**src/rtl/ark_pkg.sv**
```systemverilog
// Shared types and constants for the AES AddRoundKey engine.
package ark_pkg;

    localparam int BLOCK_W = 128;

    typedef logic [BLOCK_W-1:0] aes_block_t;

    typedef enum logic [1:0] {
        ARK_IDLE,
        ARK_XOR,
        ARK_HOLD
    } ark_state_e;

    // Number of XOR beats needed to cover one block at the given lane width.
    function automatic int beats(input int lane_w);
        return BLOCK_W / lane_w;
    endfunction

endpackage

```
**src/rtl/ark_key_bank.sv**
```systemverilog
// Round-key register file: one synchronous write port, one asynchronous read port.
// Out-of-range writes are dropped; out-of-range reads return zero with rvalid low.
module ark_key_bank
    import ark_pkg::*;
#(
    parameter int NUM_KEYS = 15,
    parameter int KIDX_W   = $clog2(NUM_KEYS)
) (
    input  logic              clk,
    input  logic              rst_n,
    input  logic              we,
    input  logic [KIDX_W-1:0] widx,
    input  aes_block_t        wdata,
    input  logic [KIDX_W-1:0] ridx,
    output aes_block_t        rdata,
    output logic              rvalid
);

    // One extra bit so NUM_KEYS itself fits when it is a power of two.
    localparam logic [KIDX_W:0] NUM_KEYS_V = (KIDX_W + 1)'(NUM_KEYS);

    aes_block_t mem_q [NUM_KEYS];
    aes_block_t mem_d [NUM_KEYS];
    logic       w_ok;

    // Next-state of the key array: update only the addressed, in-range slot.
    always_comb begin
        // NOTE: every always_comb output gets a default first so no path leaves it unassigned and infers a latch.
        mem_d = mem_q;
        w_ok  = ({1'b0, widx} < NUM_KEYS_V);
        if (we && w_ok) begin
            mem_d[widx] = wdata;
        end
        rvalid = ({1'b0, ridx} < NUM_KEYS_V);
        rdata  = rvalid ? mem_q[ridx] : '0;
    end

    // Key storage register; cleared on reset so stale keys never leak across a reset.
    always_ff @(posedge clk or negedge rst_n) begin
        // NOTE: this memory is deliberately reset (keys must read zero after reset), which rules out RAM-macro inference.
        if (!rst_n) begin
            mem_q <= '{default: '0};
        end else begin
            // NOTE: sequential state uses non-blocking assignments so all flops update together at the edge.
            mem_q <= mem_d;
        end
    end

endmodule

```
**src/rtl/ark_engine.sv**
```systemverilog
// AES AddRoundKey engine: latches a state and a snapshot of the selected round key,
// XORs them LANE_W bits per cycle (LSB lane first), then holds the result until taken.
module ark_engine
    import ark_pkg::*;
#(
    parameter int LANE_W   = 32,
    parameter int NUM_KEYS = 15,
    parameter int KIDX_W   = $clog2(NUM_KEYS)
) (
    input  logic              clk,
    input  logic              rst_n,
    input  logic              key_we,
    input  logic [KIDX_W-1:0] key_widx,
    input  aes_block_t        key_wdata,
    input  logic              in_valid,
    output logic              in_ready,
    input  aes_block_t        in_state,
    input  logic [KIDX_W-1:0] in_kidx,
    output logic              out_valid,
    input  logic              out_ready,
    output aes_block_t        out_state,
    output logic              out_err,
    output logic              busy
);

    localparam int                BEATS     = beats(LANE_W);
    localparam int                BEAT_W    = (BEATS > 1) ? $clog2(BEATS) : 1;
    localparam logic [BEAT_W-1:0] LAST_BEAT = BEAT_W'(BEATS - 1);

    ark_state_e        state_q, state_d;
    logic [BEAT_W-1:0] beat_q,  beat_d;
    aes_block_t        blk_q,   blk_d;
    aes_block_t        key_q,   key_d;
    logic              err_q,   err_d;
    aes_block_t        bank_rdata;
    logic              bank_rvalid;

    ark_key_bank #(
        .NUM_KEYS (NUM_KEYS),
        .KIDX_W   (KIDX_W)
    ) u_key_bank (
        .clk    (clk),
        .rst_n  (rst_n),
        .we     (key_we),
        .widx   (key_widx),
        .wdata  (key_wdata),
        .ridx   (in_kidx),
        .rdata  (bank_rdata),
        .rvalid (bank_rvalid)
    );

    // FSM next-state, lane XOR and handshake outputs.
    always_comb begin
        state_d = state_q;
        beat_d  = beat_q;
        blk_d   = blk_q;
        key_d   = key_q;
        err_d   = err_q;

        in_ready  = (state_q == ARK_IDLE) || ((state_q == ARK_HOLD) && out_ready);
        out_valid = (state_q == ARK_HOLD);
        busy      = (state_q != ARK_IDLE);
        out_err   = out_valid && err_q;
        out_state = blk_q;

        case (state_q)
            ARK_IDLE: ;
            ARK_XOR: begin
                for (int b = 0; b < BEATS; b++) begin
                    if (beat_q == BEAT_W'(b)) begin
                        blk_d[b*LANE_W +: LANE_W] = blk_q[b*LANE_W +: LANE_W] ^ key_q[b*LANE_W +: LANE_W];
                    end
                end
                if (beat_q == LAST_BEAT) begin
                    state_d = ARK_HOLD;
                    beat_d  = '0;
                end else begin
                    beat_d = beat_q + 1'b1;
                end
            end
            ARK_HOLD: begin
                if (out_ready) begin
                    state_d = ARK_IDLE;
                end
            end
            default: state_d = ARK_IDLE;
        endcase

        // Accept overrides the HOLD->IDLE exit so back-to-back transactions skip IDLE.
        // The key is read from the pre-edge bank contents, so a same-cycle write is not seen.
        if (in_valid && in_ready) begin
            state_d = ARK_XOR;
            beat_d  = '0;
            blk_d   = in_state;
            key_d   = bank_rdata;
            err_d   = !bank_rvalid;
        end
    end

    // State, beat counter and transaction snapshot registers.
    always_ff @(posedge clk or negedge rst_n) begin
        if (!rst_n) begin
            state_q <= ARK_IDLE;
            beat_q  <= '0;
            blk_q   <= '0;
            key_q   <= '0;
            err_q   <= 1'b0;
        end else begin
            state_q <= state_d;
            beat_q  <= beat_d;
            blk_q   <= blk_d;
            key_q   <= key_d;
            err_q   <= err_d;
        end
    end

endmodule

```
**config.mk**
```make
export PLATFORM = sky130hd
export DESIGN_NAME = ark_engine
export DESIGN_NICKNAME = d
export VERILOG_FILES = /design/src/rtl/ark_pkg.sv /design/src/rtl/ark_key_bank.sv /design/src/rtl/ark_engine.sv
export SDC_FILE = /design/constraint.sdc
export NUM_CORES = 2
export LEC_CHECK = 0
export BUFFER_PORTS_ARGS = -buffer_cell sky130_fd_sc_hd__buf_4
export CAP_MARGIN = 25
export CORE_UTILIZATION = 64
export CTS_BUF_LIST = sky130_fd_sc_hd__clkbuf_8
export DETAILED_ROUTE_END_ITERATION = 6
export GPL_ROUTABILITY_DRIVEN = 0
export PLACE_DENSITY = 0.82
export SKIP_CTS_REPAIR_TIMING = 1
export SLEW_MARGIN = 40
export SYNTH_ARGS = -nofsm -noshare
export SYNTH_HDL_FRONTEND = slang
export SYNTH_SLANG_ARGS = --single-unit
```
**constraint.sdc**
```tcl
create_clock -name clk -period 2.1 [get_ports clk]
set_input_delay 0.105 -clock clk [delete_from_list [all_inputs] [get_ports clk]]
set_output_delay 0.105 -clock clk [all_outputs]
set_load 0.05 [all_outputs]
```
-- Word-level counts from Yosys, hierarchy flattened
Cells that the tools add are included.
- output and inout port bits: 132
- register bits: 2181
- bits of input ports: 269
- add/subtract/negate cells: 1
- order comparisons: 5
- eq/ne operators: 8
- reduce and logical (&&, ||, !) cells: 20
- bitwise operators: 6
- mux-type cells: 20
- operators with widths (kind ; number):
    1920-bit bitwise mux ; 1
    128-bit two-way mux ; 6
    128-bit binary-select mux with 4-bit select ; 1
    128-bit demux with 4-bit select ; 1
    32-bit two-way mux ; 4
    32-bit XOR ; 4
    2-bit two-way mux ; 6
    2-bit nonzero test ; 6
    5-bit >= comparator, second input constant ; 2
    4-bit NOT with 5-bit output ; 2
    4-bit less-than comparator, second input constant ; 2
    2-bit AND reduction ; 4
    2-bit == test, second input constant ; 3
    2-bit one-hot mux with 3 select lines ; 1
    1-bit logical AND ; 5
    5-bit by 1-bit less-than comparator with 1-bit output, second input constant ; 1
    2-bit by 1-bit == test with 1-bit output, second input constant ; 2
    2-bit zero test ; 2
    3-bit by 1-bit inequality test with 1-bit output, second input constant ; 1
    3-bit inequality test, second input constant ; 1
    3-bit AND reduction ; 1
    2-bit by 1-bit adder with 2-bit output, second input constant ; 1
    2-bit by 1-bit inequality test with 1-bit output, second input constant ; 1
    1-bit zero test ; 1
    1-bit logical OR ; 1

-- Depth between registers and ports, before layout
- depth in word-level cells: 6
- mapped depth: 8

-- Modules after synthesis
A second synthesis with hierarchy kept.
- cells, all modules: 6535
- area, all modules: 99367.8 um^2
- by module, submodules not included (module ; area an instance (um^2) ; times used ; sequential area each (um^2) ; cells each):
    ark_key_bank ; 87307.5 ; 1 ; 48046.1 ; 5544
    ark_engine ; 12060.3 ; 1 ; 6531.3 ; 991

-- Worst setup path after synthesis
No wires, ideal clock.
- kind: reg-to-output
- from: register state_q[1]
- to: output out_err
- cell stages (with the launch flop): 3
- setup slack: 0.262 ns
- buffers on the path: 0
- data required time: 1.995 ns
- data arrival time: 1.733 ns
- path through: dfrtp_1 nor2b_1 and2_1
- longest elaborated chain between the ends: 2
- ends and longest elaborated chain (what ; line ; RTL):
    from (decl) ; ark_engine.sv:30 ; ark_state_e state_q, state_d;
    from (signal assigned) ; ark_engine.sv:109 ; state_q <= state_d;
    2-bit == test ; ark_engine.sv:61 ; out_valid = (state_q == ARK_HOLD);
    named net out_valid ; ark_engine.sv:19 ; output logic out_valid,
    1-bit logical AND ; ark_engine.sv:63 ; out_err = out_valid && err_q;
    to (decl) ; ark_engine.sv:22 ; output logic out_err,
The timed path passes the listed nets, and every way through them passes these cells.

-- Worst setup path after layout
- from: register state_q[1]
- to: register blk_q[24] (netlist: out_state[24])
- longest elaborated chain between the ends: 6
- elaborated cells between the ends (all ways): 10
- classes of those cells: eq/ne (2); mux (1); reduce/logical (7)
- ends and longest elaborated chain (what ; line ; RTL):
    2-bit == test ; ark_engine.sv:60 ; in_ready = (state_q == ARK_IDLE) || ((state_q == ARK_HOLD) && out_ready);
    1-bit logical AND ; ark_engine.sv:60 ;
    1-bit logical OR ; ark_engine.sv:60 ;
    1-bit logical AND ; ark_engine.sv:91 ; if (in_valid && in_ready) begin
    2-bit nonzero test (no source line) ; -- ;
    2-bit AND reduction (no source line) ; -- ;
    to (signal assigned) ; ark_engine.sv:111 ; blk_q <= blk_d;
    to (decl) ; ark_engine.sv:32 ; aes_block_t blk_q, blk_d;
Several ways; a longest one is shown, not always the timed one.
A chain may end at the register's enable or synchronous reset.

==> results.json <==
{
  "boundaryPins": 401,
  "end_kind": "flop",
  "critPathMaxFanout": 32,
  "drt-pass1-iter-count": 7,
  "p_clk_share_pct": 28.2,
  "start_util_pct": 64.8,
  "pwr-share-seq_pct": 46.8,
  "syn_avg_cell_area_um2": 14.9,
  "cts.htree.levels": 5,
  "synth_warnings": 0,
  "peakVddDrop_mv": 1.06,
  "hp-class": "in2reg",
  "ys_ff_latch": 2181,
  "whs_ps": -0.870,
  "cts_num_sinks": 2181,
  "synth_flop_cell": "dfrtp_1",
  "place_ws_ps": -39.6,
  "port_buffers": 400,
  "fin_util_pct": 77.3,
  "gr-usage-met1_pct": 46.6,
  "fmax_mhz": 466,
  "die-height_um": 392,
  "cts.clk_slew.worst_paths_ps": 80,
  "timing.final.crit_share_pct": 102,
  "report.final.slew_viol_count": 0,
  "drc": 0,
  "fp.dieW_um": 392,
  "dieArea_mm2": 0.154,
  "grt_overflow": 0,
  "cellLeakagePower_nw": 52.2,
  "grtUsageTotal_pct": 32.8,
  "max_cap_violations": 0,
  "cts_root_buf": "clkbuf_8",
  "p_switching_mw": 39.7,
  "use_met2_pct": 51.1,
  "finalClockSkew_ps": 37.9,
  "routed_via_density": 6.41,
  "drt_iter0_markers": 4892,
  "fin_nets": 7740,
  "fp-row-count": 142,
  "worstPathRequired_ps": 3000,
  "tightest_slew_ps": 762,
  "ys_types": 33,
  "hpwlAfterDp_mm": 148,
  "finalCriticalPeriod_ps": 2150,
  "worstSkewPairLatency_ps": 1040,
  "crit_arrival_ps": 3040,
  "synth_edf_count": 0,
  "syn_area_mm2": 0.0975,
  "p_int_mw": 88.4,
  "grtUsageMet3_pct": 6.11,
  "async_flop_share_pct": 100,
  "yosysSeqAreaShare_pct": 56.0,
  "p_comb_share_pct": 25.0,
  "power_mw": 128,
  "antenna_found_initial": 23,
  "status": "complete, but fails checks",
  "relSlewSlack_pct": 49.2,
  "synthCells": 6546,
  "grt_pass1_vias": 64100,
  "fin_ws_ps": -47.7,
  "cp-start-kind": "flop",
  "cts_tree": "yes",
  "busiest_layer": "met2",
  "core_mm2": 0.150,
  "drt.antenna.violating_nets": 0,
  "wl_mm": 265,
  "cts_inserted_buffers": 357,
  "failed_checks": "negative hold slack, negative setup slack",
  "power_density_mw_per_mm2": 1100,
  "place_area_mm2": 0.105,
  "crit_type": "reg2reg",
  "area_growth_pct": 19.2,
  "design_area_mm2": 0.116,
  "clock_path_buffers": 4,
  "hold_viol": 1,
  "grt_max_degree": 132,
  "grt_pass1_wl_mm": 384,
  "post_drt_wl_per_cell_um": 27.2,
  "drive_above_1_share_pct": 45.6,
  "syn_nets": 6819,
  "setup_violations": 1,
  "swShare_pct": 31.0,
  "dr_total_vias": 62400,
  "grt_setup_unrepaired": "yes"
}
state kept, by name, summed over array words and instances (netlist names):
signal / cells
beat_q: 2
err_q: 1
key_q: 128
out_state: 128
state_q: 2
u_key_bank.mem_q: 1920
path summary, 6_finish.rpt:
| check | start | endpoint | slack, ps | cells after the start |
|---|---|---|---|---|
| setup / recovery | state_q[1]$_DFFE_PN0P_ | out_state[24]$_DFFE_PN0P_ | -50 | 7 |
| min in group asynchronous | rst_n | u_key_bank.mem_q[1889]$_DFFE_PN0P_ | 480 | 4 |
| setup reg to reg | state_q[1]$_DFFE_PN0P_ | out_state[24]$_DFFE_PN0P_ | -50 | 7 |
| hold reg to reg | key_q[29]$_DFFE_PN0P_ | key_q[29]$_DFFE_PN0P_ | 490 | 1 |
| max in group asynchronous | rst_n | u_key_bank.mem_q[557]$_DFFE_PN0P_ | 820 | 4 |
| hold / removal | key_wdata[75] | u_key_bank.mem_q[715]$_DFFE_PN0P_ | -0.9 | 3 |
through the flow:
step | cells | setup TNS, ps
final | 9747 | -47.7
after global routing | 9745 | -93.0
after CTS | 9278 | -461
after detailed placement | 8669 | -366
after global placement | 8669 | -330
after floorplan | 6546 | 0
synth_stat cells (17+ instances only):
master	count	area (um^2)
a211o_1	128	1120
a211oi_1	128	961
a2bb2oi_1	128	1120
buf_1	17	63.8
buf_2	290	1450
buf_6	37	417
clkbuf_1	250	938
dfrtp_1	2181	54600
mux2_2	1920	21600
mux2i_1	257	2570
mux4_2	384	8650
nand2_1	260	976
nor2_1	267	1000
o21ai_0	75	375
o21ai_1	54	270
xor2_1	128	1120
power groups by stage:
stage	Sequential (mW)	Combinational [mW]	Clock (mW)
after floorplan	61.7	18.0	0
after global placement	59.2	29.2	0
after detailed placement	59.9	30.3	0
after CTS	59.3	30.6	36.4
after global routing	60.8	34.0	38.3
final	59.9	32.1	36.1
cell type report:
class                   instances  area, um^2
diodes                         14        35.0
clock buffers                 448        6170
clock inverters               161         718
fillers                      8517       34200
inverters                       4        15.0
multi-input cells            3765       40200
flip-flops and latches       2181       54600
well taps                    2016        2520
repair buffers               1158       12100
kinds of logic after synthesis:
kind of cell / share of synthesized area (%)
AO/OA/AOI/OAI: 3.97
flip-flops: 56.0
AND/OR/NAND/NOR: 2.22
buffers and inverters: 2.97
XOR/XNOR: 1.15
adder cells (fa/ha/maj): 0.0513
multiplexers: 33.7
critical path, cell delays in order (launching register included):
cell	delay [ps]
dfrtp_1	390
buf_6	130
buf_4	140
and3b_2	270
buf_12	240
nand2_1	230
xor2_1	210
o21ai_0	350
placed cells by master (no fill, tap or decap), types with 14 or more instances in the layout:
master         instances
mux4_2               384
buf_4                525
clkinv_2              28
mux2i_1              257
inv_1                129
o21ai_1               54
nand2_1              258
a211oi_1             128
clkbuf_8             448
a2bb2oi_1            128
diode_2               14
xor2_1               128
buf_12               173
o21ai_0               75
a211o_1              128
dlygate4sd3_1        452
mux2_2              1920
nor2_1               259
dfrtp_1             2180
routing by layer:
| layer | up-vias | share of wire, % |
|---|---|---|
| met3 | 730 | 6.6 |
| li1 | 25800 | - |
| met1 | 33400 | 41 |
| met4 | 20 | 4.1 |
| met2 | 2497 | 48 |
| met5 | - | 0.045 |
(Power assumes the default switching activity.)
